===== src/rtl/minimac2_pkg.sv =====
// -----------------------------------------------------------------------------
// minimac2_pkg
// Shared definitions for the minimac2 MII framers: TX state encoding and the
// Ethernet framing / CRC-32 constants used by both the TX framer and the RX
// checker.
// -----------------------------------------------------------------------------
package minimac2_pkg;

    // Framer states. Each state names what the registered outputs are
    // currently showing, not what is being computed for the next cycle.
    typedef enum logic [2:0] {
        ST_IDLE,
        ST_PREAMBLE,
        ST_DATA,
        ST_FCS,
        ST_IFG
    } tx_state_e;

    localparam logic [3:0]  PREAMBLE_NIBBLE = 4'h5;
    localparam logic [3:0]  SFD_NIBBLE      = 4'hD;
    localparam logic [31:0] CRC_POLY        = 32'hEDB88320;
    localparam logic [31:0] CRC_INIT        = 32'hFFFFFFFF;

    // Preamble plus SFD, in nibbles.
    localparam int PREAMBLE_LEN = 16;
    // FCS length, in nibbles.
    localparam int FCS_NIBBLES  = 8;

endpackage


===== src/rtl/minimac2_crc32_nibble.sv =====
// -----------------------------------------------------------------------------
// minimac2_crc32_nibble
// Combinational one-nibble step of the reflected Ethernet CRC-32
// (polynomial 0xEDB88320). Feeding the nibbles of a byte low nibble first
// gives the same result as the usual byte-wise reflected CRC.
//
// Ports:
//   crc_in  [31:0]  current CRC register value
//   nib_in  [3:0]   nibble to absorb (bit 0 is the first bit on the wire)
//   crc_out [31:0]  CRC after absorbing nib_in
// -----------------------------------------------------------------------------
module minimac2_crc32_nibble
    import minimac2_pkg::*;
(
    input  logic [31:0] crc_in,
    input  logic [3:0]  nib_in,
    output logic [31:0] crc_out
);

    // Reflected CRC: xor the data into the low end, then shift right once per
    // data bit, folding the polynomial in whenever a 1 drops out of bit 0.
    always_comb begin
        crc_out = crc_in ^ {28'd0, nib_in};
        for (int i = 0; i < 4; i++) begin
            crc_out = crc_out[0] ? ((crc_out >> 1) ^ CRC_POLY) : (crc_out >> 1);
        end
    end

endmodule


===== src/rtl/minimac2_tx.sv =====
// -----------------------------------------------------------------------------
// minimac2_tx
// MII transmit framer. Reads payload bytes from the TX buffer RAM, sends
// preamble + SFD, the payload low nibble first, an optional CRC-32 FCS, then
// holds the line idle for the inter-frame gap before reporting completion.
//
// Parameters:
//   FCS_APPEND   1 = append the 4-byte FCS after the payload, 0 = payload only
//   IFG_NIBBLES  idle cycles between phy_tx_en falling and tx_done (>= 1)
//
// Ports:
//   phy_tx_clk         clock
//   phy_tx_rst         asynchronous active-high reset
//   tx_start           one-cycle frame request, honoured only when idle
//   tx_count    [10:0] payload byte count (1..2047), sampled with tx_start
//   tx_busy            high while a frame (including its IFG) is in progress
//   tx_done            one-cycle pulse at the end of the IFG
//   txb_adr     [10:0] TX buffer byte address
//   txb_dat     [7:0]  TX buffer read data (one cycle RAM latency)
//   phy_tx_en          MII TX enable
//   phy_tx_data [3:0]  MII TX nibble
// -----------------------------------------------------------------------------
module minimac2_tx
    import minimac2_pkg::*;
#(
    parameter int FCS_APPEND  = 1,
    parameter int IFG_NIBBLES = 24
) (
    input  logic        phy_tx_clk,
    input  logic        phy_tx_rst,
    input  logic        tx_start,
    input  logic [10:0] tx_count,
    output logic        tx_busy,
    output logic        tx_done,
    output logic [10:0] txb_adr,
    input  logic [7:0]  txb_dat,
    output logic        phy_tx_en,
    output logic [3:0]  phy_tx_data
);

    // One counter serves the preamble, FCS and IFG phases.
    localparam int CNT_W = ($clog2(IFG_NIBBLES) > 4) ? $clog2(IFG_NIBBLES) : 4;

    localparam logic [CNT_W-1:0] PRE_LAST = CNT_W'(PREAMBLE_LEN - 1);
    localparam logic [CNT_W-1:0] SFD_AT   = CNT_W'(PREAMBLE_LEN - 2);
    localparam logic [CNT_W-1:0] FCS_LAST = CNT_W'(FCS_NIBBLES - 1);
    localparam logic [CNT_W-1:0] IFG_LAST = CNT_W'(IFG_NIBBLES - 1);

    tx_state_e        state_q,       state_d;
    logic [CNT_W-1:0] cnt_q,         cnt_d;
    logic [10:0]      count_q,       count_d;
    logic [10:0]      byte_idx_q,    byte_idx_d;
    logic             hi_next_q,     hi_next_d;
    logic [3:0]       hold_q,        hold_d;
    logic [31:0]      crc_q,         crc_d;
    logic [10:0]      txb_adr_q,     txb_adr_d;
    logic             tx_busy_q,     tx_busy_d;
    logic             tx_done_q,     tx_done_d;
    logic             phy_tx_en_q,   phy_tx_en_d;
    logic [3:0]       phy_tx_data_q, phy_tx_data_d;

    logic        load_low;
    logic        load_high;
    logic        fcs_emit;
    logic        ifg_enter;
    logic        last_byte;
    logic [3:0]  pay_nib;
    logic [31:0] crc_next;

    // The payload nibble that goes on the wire whenever a payload nibble is
    // loaded: the held high nibble after a low-nibble cycle, otherwise the
    // low nibble of the RAM word. Kept apart from the FSM logic so the CRC
    // step does not feed back into the block that consumes it.
    always_comb begin
        pay_nib = hi_next_q ? hold_q : txb_dat[3:0];
    end

    minimac2_crc32_nibble u_crc (
        .crc_in  (crc_q),
        .nib_in  (pay_nib),
        .crc_out (crc_next)
    );

    always_comb begin
        last_byte = (byte_idx_q == (count_q - 11'd1));
    end

    always_comb begin
        state_d       = state_q;
        cnt_d         = cnt_q;
        count_d       = count_q;
        byte_idx_d    = byte_idx_q;
        hi_next_d     = hi_next_q;
        hold_d        = hold_q;
        crc_d         = crc_q;
        txb_adr_d     = txb_adr_q;
        tx_busy_d     = tx_busy_q;
        tx_done_d     = 1'b0;
        phy_tx_en_d   = phy_tx_en_q;
        phy_tx_data_d = phy_tx_data_q;
        load_low      = 1'b0;
        load_high     = 1'b0;
        fcs_emit      = 1'b0;
        ifg_enter     = 1'b0;

        case (state_q)
            ST_IDLE: begin
                txb_adr_d = '0;
                // A start coinciding with the tx_done pulse is dropped so the
                // control side sees a clean done before the next frame.
                if (tx_start && (tx_count != 11'd0) && !tx_done_q) begin
                    state_d       = ST_PREAMBLE;
                    count_d       = tx_count;
                    cnt_d         = '0;
                    byte_idx_d    = '0;
                    hi_next_d     = 1'b0;
                    crc_d         = CRC_INIT;
                    tx_busy_d     = 1'b1;
                    phy_tx_en_d   = 1'b1;
                    phy_tx_data_d = PREAMBLE_NIBBLE;
                end
            end

            ST_PREAMBLE: begin
                if (cnt_q == PRE_LAST) begin
                    // txb_adr has sat at 0 since IDLE, so byte 0 is ready.
                    state_d  = ST_DATA;
                    load_low = 1'b1;
                end else begin
                    cnt_d         = cnt_q + CNT_W'(1);
                    phy_tx_data_d = (cnt_q == SFD_AT) ? SFD_NIBBLE : PREAMBLE_NIBBLE;
                end
            end

            ST_DATA: begin
                if (hi_next_q) begin
                    load_high = 1'b1;
                end else if (last_byte) begin
                    cnt_d = '0;
                    if (FCS_APPEND != 0) begin
                        state_d  = ST_FCS;
                        fcs_emit = 1'b1;
                    end else begin
                        ifg_enter = 1'b1;
                    end
                end else begin
                    byte_idx_d = byte_idx_q + 11'd1;
                    load_low   = 1'b1;
                end
            end

            ST_FCS: begin
                if (cnt_q == FCS_LAST) begin
                    cnt_d     = '0;
                    ifg_enter = 1'b1;
                end else begin
                    cnt_d    = cnt_q + CNT_W'(1);
                    fcs_emit = 1'b1;
                end
            end

            ST_IFG: begin
                if (cnt_q == IFG_LAST) begin
                    state_d   = ST_IDLE;
                    tx_done_d = 1'b1;
                    tx_busy_d = 1'b0;
                    txb_adr_d = '0;
                end else begin
                    cnt_d = cnt_q + CNT_W'(1);
                end
            end

            default: begin
                state_d = ST_IDLE;
            end
        endcase

        // Low-nibble cycle: send the low nibble, park the high nibble and
        // move the address on. The address then stays put through the
        // high-nibble cycle, giving the RAM two edges before it is needed.
        if (load_low) begin
            phy_tx_data_d = pay_nib;
            hold_d        = txb_dat[7:4];
            txb_adr_d     = txb_adr_q + 11'd1;
            hi_next_d     = 1'b1;
            crc_d         = crc_next;
        end

        if (load_high) begin
            phy_tx_data_d = pay_nib;
            hi_next_d     = 1'b0;
            crc_d         = crc_next;
        end

        // FCS goes out as ~crc, least significant nibble first; the CRC
        // register itself is used as the shift register.
        if (fcs_emit) begin
            phy_tx_data_d = ~crc_q[3:0];
            crc_d         = {4'hF, crc_q[31:4]};
        end

        if (ifg_enter) begin
            state_d       = ST_IFG;
            phy_tx_en_d   = 1'b0;
            phy_tx_data_d = 4'h0;
        end
    end

    always_ff @(posedge phy_tx_clk or posedge phy_tx_rst) begin
        if (phy_tx_rst) begin
            state_q       <= ST_IDLE;
            cnt_q         <= '0;
            count_q       <= '0;
            byte_idx_q    <= '0;
            hi_next_q     <= 1'b0;
            hold_q        <= '0;
            crc_q         <= CRC_INIT;
            txb_adr_q     <= '0;
            tx_busy_q     <= 1'b0;
            tx_done_q     <= 1'b0;
            phy_tx_en_q   <= 1'b0;
            phy_tx_data_q <= '0;
        end else begin
            state_q       <= state_d;
            cnt_q         <= cnt_d;
            count_q       <= count_d;
            byte_idx_q    <= byte_idx_d;
            hi_next_q     <= hi_next_d;
            hold_q        <= hold_d;
            crc_q         <= crc_d;
            txb_adr_q     <= txb_adr_d;
            tx_busy_q     <= tx_busy_d;
            tx_done_q     <= tx_done_d;
            phy_tx_en_q   <= phy_tx_en_d;
            phy_tx_data_q <= phy_tx_data_d;
        end
    end

    assign tx_busy     = tx_busy_q;
    assign tx_done     = tx_done_q;
    assign txb_adr     = txb_adr_q;
    assign phy_tx_en   = phy_tx_en_q;
    assign phy_tx_data = phy_tx_data_q;

endmodule

===== config.mk =====
export PLATFORM = sky130hd
export DESIGN_NAME = minimac2_tx
export DESIGN_NICKNAME = d
export VERILOG_FILES = /design/src/rtl/minimac2_pkg.sv /design/src/rtl/minimac2_crc32_nibble.sv /design/src/rtl/minimac2_tx.sv
export SDC_FILE = /design/constraint.sdc
export NUM_CORES = 1
export LEC_CHECK = 0
export CORE_MARGIN = 3
export CORE_UTILIZATION = 55
export DETAILED_ROUTE_END_ITERATION = 10
export DONT_BUFFER_PORTS = 1
export PLACE_DENSITY_LB_ADDON = 0.08
export SLEW_MARGIN = 20
export SYNTH_ARGS = -nofsm -noshare
export SYNTH_HDL_FRONTEND = slang
export SYNTH_SLANG_ARGS = --single-unit

===== constraint.sdc =====
create_clock -name phy_tx_clk -period 7.09 [get_ports phy_tx_clk]
set_input_delay 0.3545 -clock phy_tx_clk [delete_from_list [all_inputs] [get_ports phy_tx_clk]]
set_output_delay 0.3545 -clock phy_tx_clk [all_outputs]
set_load 0.1 [all_outputs]

Word level (Yosys, flattened, before mapping) --
Cells that the tools add are included.
Word-level totals: register bits after elaboration 85, output and inout bits 18, input port bits 22, word-level logic and storage cells 135
Operators by class: bitwise operators 6, reductions and logical operators 26, add/subtract/negate cells 4, equality and inequality tests 25, muxes and demuxes 62
Operators by type and width (number):
- $mux W32 | 9
- $not A13 Y14 | 4
- $mux W11 | 5
- $pmux W11 S2 | 2
- $mux W4 | 8
- $xor A32 B4 Y32 | 1
- $mux W5 | 6
- $pmux W5 S5 | 1
- $add A11 B1 Y11 const B | 2
- $mux W1 | 20
- $mux W3 | 6
- $ne A3 B3 Y1 const B | 6
- $ne A2 B2 Y1 const B | 8
- $pmux W3 S5 | 1
- $ne A6 B6 Y1 const B | 2
- $reduce_and A6 Y1 | 2
- $eq A11 B11 Y1 | 1
- $reduce_bool A11 Y1 | 1
- $sub A11 B1 Y11 const B | 1
- $eq A5 B4 Y1 const B | 2
- $reduce_and A2 Y1 | 5
- $reduce_bool A3 Y1 | 3
- $pmux W4 S2 | 1
- $reduce_bool A2 Y1 | 4
- other kinds (16) | 22

Logic depth before layout (Yosys ltp) --
word-level depth 13, depth in mapped cells 12, mapped depth without buffers 11

Hierarchy --
From an unflattened synthesis, not the netlist that was laid out.
Unflattened totals: cells, all modules 533, area total of the unflattened synthesis 5293.8 um^2
By module, submodules not included:
- minimac2_tx | sequential area each 2167.1 um^2, cells each 481, times used 1, area each 4480.5 um^2
- minimac2_crc32_nibble | sequential area each 0.0 um^2, cells each 52, times used 1, area each 813.3 um^2

Worst setup path before layout --
No wires, ideal clock.
path type flip-flop to flip-flop, from register count_q[0], to register phy_tx_data_q[1], in the netlist phy_tx_data[1], arrival 2921 ps, setup time 126 ps, slack 4043 ps, data required time 6964 ps, stages on the path, launching flop included 13, period minus slack after synthesis 3047 ps, buffers on the path 2, cells stage by stage dfrtp_1 -> inv_1 -> ha_1 -> nor4b_4 -> nand3b_1 -> xnor2_1 -> or4_4 -> nor4_4 -> or2_1 -> buf_6 -> buf_12 -> nor3_2 -> a221o_1
On the way: longest elaborated chain between the ends 9, elaborated cells between the ends (all ways) 16, classes of those cells add/sub (1); eq/ne (3); mux (10); reduce/logical (2)
RTL lines:
- start: declaration | RTL line minimac2_tx.sv:51 | logic [10:0] count_q, count_d;
- start signal: assignment | RTL line minimac2_tx.sv:226 | count_q <= count_d;
- $sub A11 B1 Y11 * | RTL line minimac2_tx.sv:85 | last_byte = (byte_idx_q == (count_q - 11'd1));
- $eq A11 B11 Y1 * | RTL line minimac2_tx.sv:85
- $mux W1 | RTL line minimac2_tx.sv:138 | end else if (last_byte) begin
- $mux W1 | RTL line minimac2_tx.sv:136 | if (hi_next_q) begin
- $pmux W1 S2 | RTL line minimac2_tx.sv:106 | case (state_q)
- $mux W4 | RTL line minimac2_tx.sv:181 | if (load_low) begin
- $mux W4 | RTL line minimac2_tx.sv:189 | if (load_high) begin
- $mux W4 | RTL line minimac2_tx.sv:197 | if (fcs_emit) begin
- $mux W4 | RTL line minimac2_tx.sv:202 | if (ifg_enter) begin
- end signal: assignment | RTL line minimac2_tx.sv:235 | phy_tx_data_q <= phy_tx_data_d;
- end: declaration | RTL line minimac2_tx.sv:60 | logic [3:0] phy_tx_data_q, phy_tx_data_d;
Mark *: on every way between the ends. The rest lies on a longest branch, timed or not. A chain may end at the register's enable or synchronous reset.

Worst setup path in the final report --
Same ends and word-level chain as after synthesis.

==> metrics.csv <==
stage,metric,value,unit
timing,skew,0.0120,ns
clocking,clk_pin_slew,0.09,ns
grt,grt_pass1_wl,18000,um
drt,drcViolationCount,0,
logic_synthesis,async_flop_share,1.00,
layout,nets,532,
timing,rsz0062_at_grt,no,
floorplanning,rows,33,
timing,slew_headroom,0.316,
logic_synthesis,yosys_warnings,0,
worst_setup_path,endpoint,phy_tx_data[1]$_DFFE_PP0P_,
worst_setup_path,rrSetupSlack,3.46,ns
clocking,h-tree-depth,3,
worst_setup_path,crit_type,reg2reg,
logic_synthesis,netlist.top_cell.by_area,dfrtp_1,
layout,final_util,0.604,
logic_synthesis,synth_top_family_by_area,simple AND/OR/NAND/NOR gates,
placed_design,place_congestion,0.895,
power_and_ir_drop,power.leakage,2.06,nW
layout,fill_cells,735,
logic_synthesis,synth_edf_count,0,
logic_synthesis,synthXorXnorAreaFrac,0.0913,
clocking,clk_latency,0.36,ns
grt,first_global_vias,3647,
logic_synthesis,synth_area_leaders,"dfrtp_1, dfstp_2, xnor2_1",
logic_synthesis,synth.net_count,540,
drt,ant_nets,0,
floorplanning,core_area,8340,um2
hold_path,min_from,tx_count[10],
drt,dr.pass1.iters,5,
worst_setup_path,timing.rr.start,count_q[0]$_DFFE_PP0P_,
clocking,cts_setup_buffers,0,
clocking,root_buffer,clkbuf_8,
clocking,cts.sinks,85,
worst_setup_path,worstPathArrival,3.87,ns
drt,wl,10600,um
timing,setup_ws,3.46,ns
placed_design,dp_hpwl,7400,um
timing,finalSetupViolations,0,
timing,post-route-min-period,3.63,ns
layout,num_antenna_cells,0,
logic_synthesis,synth-seq-cells,85,
logic_synthesis,synthFlopType,dfrtp_1,
placed_design,pre_cts_ws,3.49,ns
floorplanning,die_y,99.4,um
grt,grt_usage,0.226,
logic_synthesis,yosysTopAreaCellShare,0.277,
layout,drive_gt1_frac,0.139,
worst_setup_path,worst-path-max-fanout,15,
layout,syn2layout_area_growth,5.09,%
floorplanning,initial_core_util,0.575,
grt,grt_max_degree,63,
placed_design,post-place-cells,597,
timing,report.final.slew_viol_count,0,
clocking,ctsResizeCount,0,
worst_setup_path,critical_path_required,7.33,ns
logic_synthesis,synth_mux_area_frac,0.0264,
timing,setup_tns,0,ns
drt,vias_per_cell,6.07,
drt,route.vias.total,3729,
logic_synthesis,synthCells,512,
power_and_ir_drop,total_power,2.72,mW
logic_synthesis,synth.distinct_cells,63,
power_and_ir_drop,power.density,539,nW/um2
grt,grt-ovfl-total,0,
hold_path,hp-class,in2reg,
timing,max_slew.worst_pin.slew,1.03,ns
drt,drt-initial-drc-count,162,
clocking,clockBufferDepth,2,
clocking,cts_made_buffers,9,
placed_design,port_buffers,0,
floorplanning,die_area,9870,um2
worst_setup_path,crit_path_end_kind,flop,
floorplanning,pin_count,40,
logic_synthesis,synth-seq-area-share,0.452,
timing,timing.fmax,275,MHz
logic_synthesis,synth_compound_area_frac,0.166,
floorplanning,die_w,99.4,um
drt,wl_per_cell,17.2,um
clocking,tritoncts,yes,
layout,fin_cells,614,
run,drv_cap,0,
logic_synthesis,syn_area,4790,um2
status,status,"finished, final reports clean",
logic_synthesis,synthAdderAreaFrac,0.0157,
timing,fin_crit_sh,0.512,
logic_synthesis,syn_avg_cell_area,9.36,um2
worst_setup_path,crit_start,count_q[0]$_DFFE_PP0P_,
grt,antenna_found_initial,0,
worst_setup_path,critPathLaunchType,flop,
worst_setup_path,timing.rr.end,phy_tx_data[1]$_DFFE_PP0P_,
logic_synthesis,yosys.area_share.simple,0.207,
worst_setup_path,reg2reg_depth,10,
power_and_ir_drop,peakVddDrop,253,uV
timing,hold_viol,0,
==> logic make-up after synthesis <==
| logic type | count (synthesis) |
|---|---|
| mux | 12 |
| flops | 85 |
| xor+xnor | 50 |
| compound gates | 122 |
| simple gates | 194 |
| buf+inv | 43 |
| fa+ha+maj | 6 |
==> routing by layer <==
layer	track usage	part of all wire	vias to the layer above
met5	0	0	-
met4	0.0819	0.019	0
met3	0.0435	0.054	16
met2	0.332	0.45	102
met1	0.335	0.48	1829
li1	-	-	1782
==> where the power goes <==
| group | switching (mW) | internal (mW) | total [mW] |
|---|---|---|---|
| logic | 0.725 | 0.523 | 1.25 |
| clock network | 0.182 | 0.162 | 0.344 |
| registers | 0.394 | 0.732 | 1.13 |
| total | 1.30 | 1.42 | 2.72 |
==> worst min path at each step <==
stage                                   end  slack, ns  cells after the start
floorplan           count_q[10]$_DFFE_PP0P_       0.46                      2
global placement      hold_q[3]$_DFFE_PP0P_       0.24                      1
detailed placement    hold_q[3]$_DFFE_PP0P_       0.25                      1
CTS                 count_q[10]$_DFFE_PP0P_       0.08                      2
global route         count_q[3]$_DFFE_PP0P_       0.09                      2
finish              count_q[10]$_DFFE_PP0P_       0.09                      2
==> metrics by stage <==
stage | hold WS, ns | cell area, um2
after floorplan | 0.460 | 4790
after detailed placement | 0.248 | 4830
after global placement | 0.236 | 4830
after global routing | 0.0927 | 5040
after CTS | 0.0818 | 5040
final | 0.0911 | 5040
==> sequential cells by signal, summed over array words and instances, names as in the netlist <==
name and flops:
hi_next_q 1, state_q 3, phy_tx_en 1, txb_adr 11
crc_q 32, tx_busy 1, byte_idx_q 11, tx_done 1
count_q 11, cnt_q 5, phy_tx_data 4, hold_q 4
==> cell usage in the layout (no fill, tap or decap), types with 5 or more instances in the layout <==
master | synthesis | routed
clkbuf_8 | 0 | 9
xor2_1 | 15 | 15
nand2_1 | 50 | 49
dfstp_2 | 32 | 32
and3_1 | 7 | 7
a21oi_1 | 32 | 32
mux2i_1 | 7 | 7
o22a_1 | 5 | 5
o21ai_0 | 37 | 37
nor3_1 | 13 | 13
inv_1 | 19 | 18
o31ai_1 | 6 | 5
xnor2_1 | 35 | 35
nor3b_1 | 5 | 5
or3_1 | 8 | 8
mux2_2 | 5 | 5
nand3_1 | 20 | 20
dfrtp_1 | 53 | 53
ha_1 | 6 | 6
o21a_1 | 5 | 5
a31oi_1 | 6 | 6
nor2_1 | 53 | 53
nand2b_1 | 10 | 10
==> timing repair <==
action / CTS / global route
hold buffers: 1 / 0
setup endpoints to repair: 0 / 0
endpoints found under the hold margin: 23 / 0
==> Yosys cell counts, types with 5 or more instances <==
library cell and number:
or3_1 8, inv_1 19, clkbuf_1 18, o22a_1 5
dfstp_2 32, o21a_1 5, xnor2_1 35, nand2_1 50
xor2_1 15, and3_1 7, nor2_1 53, a31oi_1 6
nand2b_1 10, o31ai_1 6, nand3_1 20, dfrtp_1 53
ha_1 6, nor3_1 13, o21ai_0 37, mux2i_1 7
mux2_2 5, nor3b_1 5, a21oi_1 32
==> worst max-delay path, cell delays in order, from the launching register on <==
cell	delay [ns]
dfrtp_1	0.43
inv_1	0.09
ha_1	0.29
nor4b_4	0.45
nand3b_1	0.16
xnor2_1	0.16
or4_4	0.48
nor4_4	0.54
or2_1	0.53
nor3_2	0.10
a221o_1	0.28
==> cell type report <==
cell class | instances | area [um2] | area share
inverters | 20 | 76.3 | 0.0151
clock buffers | 10 | 128 | 0.0253
flip-flops and latches | 85 | 2170 | 0.430
clock inverters | 6 | 63.8 | 0.0127
multi-input cells | 384 | 2440 | 0.484
well taps | 105 | 131 | 0.0261
repair buffers | 4 | 32.5 | 0.00646
Power figures use the tool's default switching activity.
